$ cat src/rtl/warp_scheduler_pkg.sv
// Shared pipeline-phase definitions for the warp scheduler, decoder and LSU.
// Every 3-bit encoding of warp_state_t is a named phase.
package warp_scheduler_pkg;

    localparam int NUM_WARPS_DEFAULT = 4;

    typedef enum logic [2:0] {
        WARP_IDLE    = 3'd0,
        WARP_FETCH   = 3'd1,
        WARP_DECODE  = 3'd2,
        WARP_REQUEST = 3'd3,
        WARP_WAIT    = 3'd4,
        WARP_EXECUTE = 3'd5,
        WARP_UPDATE  = 3'd6,
        WARP_DONE    = 3'd7
    } warp_state_t;

endpackage

$ cat src/rtl/warp_scheduler_rr_picker.sv
// Combinational round-robin finder: first set bit after cur_idx, wrapping,
// with cur_idx itself as the lowest-priority candidate.
module rr_picker #(
    parameter int N = 4,
    parameter int W = $clog2(N)
) (
    input  logic [N-1:0] req_mask,
    input  logic [W-1:0] cur_idx,
    output logic [W-1:0] next_idx,
    output logic         valid
);

    logic [W-1:0] idx;

    always_comb begin
        idx      = '0;
        next_idx = cur_idx;
        valid    = |req_mask;
        // Walk from farthest to nearest so the nearest hit wins.
        for (int i = N; i >= 1; i--) begin
            idx = cur_idx + W'(i);
            if (req_mask[idx]) begin
                next_idx = idx;
            end
        end
    end

endmodule

$ cat src/rtl/warp_scheduler.sv
// Sequences the shared fetch/decode/execute pipeline through its phases,
// time-multiplexing it round-robin across the launched warps.
module warp_scheduler
    import warp_scheduler_pkg::*;
#(
    parameter int NUM_WARPS     = NUM_WARPS_DEFAULT,
    parameter int WARP_ID_WIDTH = $clog2(NUM_WARPS)
) (
    input  logic                     clk,
    input  logic                     reset,
    input  logic                     start,
    input  logic [NUM_WARPS-1:0]     warp_launch_mask,
    output logic                     fetch_req,
    input  logic                     fetch_ready,
    input  logic                     decoded_halt,
    input  logic                     decoded_mem_read_enable,
    input  logic                     decoded_mem_write_enable,
    input  logic                     lsu_done,
    output warp_state_t              warp_state,
    output logic [WARP_ID_WIDTH-1:0] current_warp,
    output logic                     pc_update_en,
    output logic [NUM_WARPS-1:0]     halted_mask,
    output logic                     done
);

    warp_state_t              state_q, state_d;
    logic [WARP_ID_WIDTH-1:0] cur_q, cur_d;
    logic [NUM_WARPS-1:0]     active_q, active_d;
    logic [NUM_WARPS-1:0]     halted_q, halted_d;
    logic                     done_q, done_d;

    logic                     idle_or_done;
    logic [NUM_WARPS-1:0]     pick_mask;
    logic [WARP_ID_WIDTH-1:0] pick_cur;
    logic [WARP_ID_WIDTH-1:0] pick_idx;
    logic                     pick_valid;

    assign idle_or_done = (state_q == WARP_IDLE) || (state_q == WARP_DONE);

    // At launch, searching after the top index yields the lowest set bit.
    assign pick_mask = idle_or_done ? warp_launch_mask : (active_q & ~halted_q);
    assign pick_cur  = idle_or_done ? '1 : cur_q;

    rr_picker #(
        .N (NUM_WARPS),
        .W (WARP_ID_WIDTH)
    ) u_rr_picker (
        .req_mask (pick_mask),
        .cur_idx  (pick_cur),
        .next_idx (pick_idx),
        .valid    (pick_valid)
    );

    always_comb begin
        state_d  = state_q;
        cur_d    = cur_q;
        active_d = active_q;
        halted_d = halted_q;
        done_d   = done_q;
        case (state_q)
            WARP_IDLE, WARP_DONE: begin
                if (start) begin
                    active_d = warp_launch_mask;
                    halted_d = '0;
                    done_d   = 1'b0;
                    if (pick_valid) begin
                        cur_d   = pick_idx;
                        state_d = WARP_FETCH;
                    end else begin
                        state_d = WARP_DONE;
                        done_d  = 1'b1;
                    end
                end
            end
            WARP_FETCH: begin
                if (fetch_ready) state_d = WARP_DECODE;
            end
            WARP_DECODE: state_d = WARP_REQUEST;
            WARP_REQUEST: begin
                if (decoded_halt) begin
                    halted_d[cur_q] = 1'b1;
                    state_d         = WARP_UPDATE;
                end else begin
                    state_d = WARP_WAIT;
                end
            end
            WARP_WAIT: begin
                if (!(decoded_mem_read_enable || decoded_mem_write_enable)
                    || lsu_done) begin
                    state_d = WARP_EXECUTE;
                end
            end
            WARP_EXECUTE: state_d = WARP_UPDATE;
            WARP_UPDATE: begin
                if (pick_valid) begin
                    cur_d   = pick_idx;
                    state_d = WARP_FETCH;
                end else begin
                    state_d = WARP_DONE;
                    done_d  = 1'b1;
                end
            end
            default: state_d = WARP_IDLE;
        endcase
    end

    always_ff @(posedge clk) begin
        if (reset) begin
            state_q  <= WARP_IDLE;
            cur_q    <= '0;
            active_q <= '0;
            halted_q <= '0;
            done_q   <= 1'b0;
        end else begin
            state_q  <= state_d;
            cur_q    <= cur_d;
            active_q <= active_d;
            halted_q <= halted_d;
            done_q   <= done_d;
        end
    end

    // A warp's halt bit is set in REQUEST, so in UPDATE it marks a halting instruction.
    assign pc_update_en = (state_q == WARP_UPDATE) && !halted_q[cur_q];
    assign fetch_req    = (state_q == WARP_FETCH);
    assign warp_state   = state_q;
    assign current_warp = cur_q;
    assign halted_mask  = halted_q;
    assign done         = done_q;

endmodule

$ cat config.mk
export PLATFORM = sky130hd
export DESIGN_NAME = warp_scheduler
export DESIGN_NICKNAME = d
export VERILOG_FILES = /design/src/rtl/warp_scheduler_pkg.sv /design/src/rtl/warp_scheduler_rr_picker.sv /design/src/rtl/warp_scheduler.sv
export SDC_FILE = /design/constraint.sdc
export NUM_CORES = 1
export LEC_CHECK = 0
export CAP_MARGIN = 10
export CORE_UTILIZATION = 48
export DETAILED_ROUTE_END_ITERATION = 7
export GPL_TIMING_DRIVEN = 1
export PLACE_DENSITY = 0.79
export RECOVER_POWER = 25
export SYNTH_ARGS = -nofsm -noshare
export SYNTH_HDL_FRONTEND = slang
export SYNTH_HIERARCHICAL = 1
export SYNTH_SLANG_ARGS = --single-unit
$ cat constraint.sdc
create_clock -name clk -period 3.2 [get_ports clk]
set_input_delay 0.64 -clock clk [delete_from_list [all_inputs] [get_ports clk]]
set_output_delay 0.64 -clock clk [all_outputs]
set_load 0.005 [all_outputs]
# Word-level counts from Yosys, hierarchy flattened
# Index checks and enable logic that the tools add are counted.
word_totals:
  reg_bits: 14
  latch_bits: 0
  mem_bits_rw: 0
  romBits: 0
  inputBits: 12
  out_inout_bits: 12
  elab_cells: 76
  memories: 0
classes:
  addsub: 3
  n_mul: 0
  n_div: 0
  order_cmp: 5
  n_eq_ne: 12
  shifts: 0
  mux: 31
  bitwise: 3
  n_reduce_logical: 17
op_table:
  columns: ["op", "count"]
  rows:
  - ["3-bit one-hot mux with 7 select lines", 1]
  - ["2-bit two-way mux", 7]
  - ["3-bit equality test, second input constant", 4]
  - ["2-bit by 3-bit less-than comparator with 1-bit output, second input constant", 4]
  - ["3-bit two-way mux", 4]
  - ["4-bit two-way mux", 3]
  - ["3-bit AND reduction", 3]
  - ["1-bit binary-select mux with 2-bit select", 4]
  - ["1-bit two-way mux", 8]
  - ["2-bit inequality test, second input constant", 4]
  - ["4-bit one-hot mux with 2 select lines", 1]
  - ["3-bit by 2-bit equality test with 1-bit output, second input constant", 2]
  - ["2-bit adder, second input constant", 2]
  - ["4-bit AND", 1]
  - ["4-bit NOT", 1]
  - ["4-bit bitwise OR", 1]
  - ["2-bit one-hot mux with 2 select lines", 1]
  - ["2-bit AND reduction", 2]
  - ["2-bit nonzero test", 2]
  - ["4-bit OR reduction", 1]
  - ["3-bit by 1-bit equality test with 1-bit output, second input constant", 1]
  - ["3-bit logical NOT", 1]
  - ["1-bit logical OR", 3]
  - ["2-bit by 1-bit adder with 2-bit output, second input constant", 1]
  - ["other kinds (7)", 9]

# Longest topological paths before layout
logic_depth:
  word_depth: 12
  depth_mapped: 11
  depth_no_buf: 9

# By module
# Netlist, hierarchy kept.
modules_own_cells:
  columns: ["mod", "n_inst", "cells_per_inst", "area_each_um2", "seq_area_each_um2"]
  rows:
  - ["warp_scheduler", 1, 118, 919.6, 280.3]
  - ["rr_picker", 1, 12, 86.3, 0.0]

# Worst setup path after synthesis
# No wires, ideal clock.
synth_timing:
  kind: "register -> register"
  startpoint: "reg state_q[1] (netlist: warp_state[1])"
  endpoint: "reg done_q (netlist: done)"
  setup_time_ns: 0.058
  t_arrival_ns: 2.431
  required_time_ns: 3.142
  path_slack_ns: 0.711
  stages_incl_launch_ff: 12
  path_buffers: 2
  period_less_slack_ns: 2.489
  cell_sequence: "dfxtp_1 -> buf_2 -> and3_1 -> or2_1 -> buf_4 -> nand2_1 -> o21ai_1 -> or4_1 -> nand4_1 -> o21ai_0 -> a221oi_1 -> o21a_1"
synth_between:
  elab_chain_cells: 7
synth_rtl:
  columns: ["item", "line", "rtl"]
  rows:
  - ["start, declared", "warp_scheduler.sv:26", "warp_state_t state_q, state_d;"]
  - ["start signal, assigned", "warp_scheduler.sv:115", "state_q <= state_d;"]
  - ["3-bit equality test or 3-bit logical NOT (tied branches)", "warp_scheduler.sv:38", "assign idle_or_done = (state_q == WARP_IDLE) || (state_q == WARP_DONE);"]
  - ["1-bit logical OR (*)", "warp_scheduler.sv:38", null]
  - ["4-bit two-way mux (*)", "warp_scheduler.sv:41", "assign pick_mask = idle_or_done ? warp_launch_mask : (active_q & ~halted_q);"]
  - ["net pick_mask[1]", "warp_scheduler.sv:33", "logic [NUM_WARPS-1:0] pick_mask;"]
  - ["4-bit OR reduction (*)", "warp_scheduler_rr_picker.sv:18", "valid = |req_mask;"]
  - ["net pick_valid", "warp_scheduler.sv:36", "logic pick_valid;"]
  - ["1-bit two-way mux", "warp_scheduler.sv:66", "if (pick_valid) begin"]
  - ["1-bit two-way mux", "warp_scheduler.sv:62", "if (start) begin"]
  - ["1-bit one-hot mux with 2 select lines", "warp_scheduler.sv:60", "case (state_q)"]
  - ["end signal, assigned", "warp_scheduler.sv:119", "done_q <= done_d;"]
  - ["end, declared", "warp_scheduler.sv:30", "logic done_q, done_d;"]
# Mark *: on every way through the listed nets, which the timed path passes. The rest lies on a longest branch. The select of a mux whose other input is x is not followed.
# A chain may end at the register's enable or synchronous reset.

# Worst setup path in the final report
layout_timing:
  startpoint: "reg state_q[2] (netlist: warp_state[2])"
  endpoint: "reg done_q (netlist: done)"
# Same word-level chain as after synthesis.

==> results.py <==
metrics = {
    "timing": {
        "setup_violations": 0,
        "setup_tns_ns": 0,
        "slew_violations": 0,
        "whs_ns": 0.4624,
        "maxSlewHeadroom": 0.6737,
        "tightest_slew_ns": 0.4879,
        "rsz0062_at_grt": "no",
        "fin_crit_ns": 2.557,
        "finalHoldViolations": 0,
        "fmax_mhz": 391.1,
        "period_share": 0.7990,
        "skew_ns": 0.003330,
    },
    "synthesis": {
        "ys_ff_latch": 14,
        "synth_edf_count": 0,
        "netlist_instances": 130,
        "ys.warnings.count": 6,
        "synthArstFlopShare": 0,
        "avgSynthCellArea_um2": 7.738,
        "netlist_area_um2": 1006,
        "ys_seq_area_frac": 0.2786,
        "yosys_most_used_dff": "dfxtp_1",
        "ys_types": 50,
        "mappedNetlistNets": 143,
    },
    "finish": {
        "final_nets": 164,
        "antenna_cells": 0,
        "syn2layout_area_growth_pct": 27.36,
        "drive_above_1_share": 0.1200,
        "final_cells": 177,
        "fill_cells": 193,
        "finalInstanceArea_um2": 1281,
    },
    "setup_path": {
        "crit_type": "reg -> reg",
        "critical_path.max_stage_delay_ns": 0.68,
        "required_ns": 3.44,
        "crit_path_end_kind": "flip-flop",
        "cp_num_buf_inv": 0,
        "cp_slowest_cell": "or4_1",
        "critical_path.cell_chain": "nor3_2 -> or2_1 -> o21ai_1 -> or4_1 -> nand4_1 -> o21ai_0 -> a221oi_1 -> o21a_1",
        "startpoint_type": "flip-flop",
        "arrival_ns": 2.80,
        "path_delay_family": "simple AND/OR/NAND/NOR gates",
        "worstPathMaxFanout": 13,
    },
    "clocking": {
        "numCtsBuffers": 3,
        "worstSkewPairLatency_ns": 0.29,
        "cts-root-buf": "clkbuf_4",
        "cts_resized": 0,
        "hold_buffers": 0,
        "clk_pin_slew_ns": 0.09,
        "cts_tree": "built",
        "post-cts-setup-buffer-count": 0,
        "cts_sinks": 14,
        "ctsHtreeMaxLevel": 1,
        "cts_buffer_depth": 2,
    },
    "power_and_ir_drop": {
        "irDropWorstVdd_mv": 0.5081,
        "pwr-share-comb": 0.612,
        "pwr-share-seq": 0.261,
        "p_int_uw": 589.4,
        "clkPwrFrac": 0.127,
        "p_sw_frac": 0.4362,
        "p_sw_uw": 456.0,
        "power.density_nw_per_um2": 815.9,
        "power_leakage_nw": 0.4900,
    },
    "placed_design": {
        "place_hpwl_um": 1782,
        "place_congestion": 0.9212,
        "io_buffers": 23,
        "placed_cell_area_um2": 1245,
        "dp_cells": 173,
    },
    "routing": {
        "drc": 0,
        "routedWlPerCell_um": 13.58,
        "vias_per_cell": 5.864,
        "wirelength_um": 2404,
        "detail-route-antenna-nets": 0,
        "drt_iter0_drc": 40,
        "dr.pass1.iters": 4,
        "via_count": 1038,
    },
    "run": {
        "drv_cap": 0,
    },
    "floorplanning": {
        "die_h_um": 47.78,
        "die_area_um2": 2283,
        "core-area_um2": 1962,
        "fp.dieW_um": 47.78,
        "io_pins": 24,
        "start_util": 0.5128,
        "rows": 16,
    },
    "global_route": {
        "grt_max_degree": 18,
        "grt.overflow.total": 0,
        "grt_pass1_vias": 858,
        "antenna_found_initial": 0,
        "grt_pass1_wl_um": 3498,
        "globalRouteTotalUtil": 0.2230,
    },
    "worst_hold_path": {
        "min_path_type": "reg -> reg",
    },
    "status": {
        "outcome": "completed",
    },
}
final timing paths:
check / startpoint / end / slack (ns) / depth (start not counted)
max: warp_state[2] / done / 0.64 / 8
min: active_q[2] / active_q[2] / 0.46 / 2
min reg2reg: active_q[2] / active_q[2] / 0.46 / 2
max reg2reg: warp_state[2] / done / 0.64 / 8
Yosys cell counts, types with 3 or more instances:
cell type  instances  area [um^2]
a21o_1             3        22.52
a21oi_1           13        65.06
buf_2              5        25.02
clkbuf_1           3        11.26
dfxtp_1           14        280.3
inv_1              3        11.26
nand2_1           10        37.54
nand2b_1           8        50.05
nand3_1            6        30.03
nor2_1             5        18.77
nor3b_1            3        22.52
o21ai_0            4        20.02
o21ai_1            7        35.03
or3_1              3        18.77
worst reg2reg max path, cell delays in order, from the launching register on:
cell and delay, ns:
dfxtp_1 0.34, nor3_2 0.27, or2_1 0.40, o21ai_1 0.20
or4_1 0.68, nand4_1 0.14, o21ai_0 0.08, a221oi_1 0.25
o21a_1 0.16
logic make-up (layout without fill, tap and decap cells):
kind of cell | after synthesis | count (layout) | share of synthesized area
multiplexers | 4 | 4 | 0.04602
flip-flops | 14 | 14 | 0.2786
adder cells (fa/ha/maj) | 1 | 1 | 0.01244
AND/OR/NAND/NOR | 52 | 52 | 0.3097
buffers and inverters | 14 | 34 | 0.06218
AO/OA/AOI/OAI | 45 | 45 | 0.2911
layer usage:
metal  track usage  wire (um)  vias to the layer above
met1        0.2902       1071                      486
li1              -          -                      516
met2        0.3405       1172                       34
met4       0.06667         12                        0
met3       0.08679        147                        2
met5             0          0                        -
power groups by stage:
stage	Combinational (mW)	Sequential [mW]	Clock, mW
global route	0.705	0.278	0.142
finish	0.640	0.273	0.133
CTS	0.639	0.271	0.135
global placement	0.615	0.273	0
detailed placement	0.636	0.275	0
floorplan	0.498	0.248	0
layout by cell type, fill, tap and decap left out, types with 2 or more instances in the layout:
cell	count
a211oi_1	2
a21o_1	3
a21oi_1	13
a21oi_2	2
a221oi_1	2
a311oi_1	2
a31oi_1	2
buf_4	3
clkbuf_4	3
clkdlybuf4s50_1	21
dfxtp_1	14
dlygate4sd3_1	2
inv_1	3
mux2i_1	2
nand2_1	10
nand2b_1	8
nand3_1	6
nor2_1	5
nor3_1	2
nor3b_1	3
o21ai_0	5
o21ai_1	6
or3_1	3
through the flow:
| step | utilization | worst slack (ns) | power, mW |
|---|---|---|---|
| floorplan | - | 0.7113 | 0.7466 |
| global placement | 0.6346 | 0.6823 | 0.8879 |
| detailed placement | 0.6346 | 0.5965 | 0.9106 |
| CTS | 0.6531 | 0.6479 | 1.045 |
| global route | 0.6531 | 0.4233 | 1.125 |
| finish | 0.6531 | 0.6432 | 1.045 |
registers in the layout, summed over array words and instances, names as in the netlist:
register and flops:
done 1, active_q 4, current_warp 2, warp_state 3, halted_mask 4
area by class of cell:
class | count | area, um^2 | share of cell area
inverters | 4 | 15.01 | 0.01172
multi-input cells | 102 | 663.1 | 0.5176
flip-flops and latches | 14 | 280.3 | 0.2187
well taps | 27 | 33.78 | 0.02637
clock buffers | 4 | 36.28 | 0.02832
repair buffers | 26 | 252.7 | 0.1973
(Power assumes the default switching activity.)
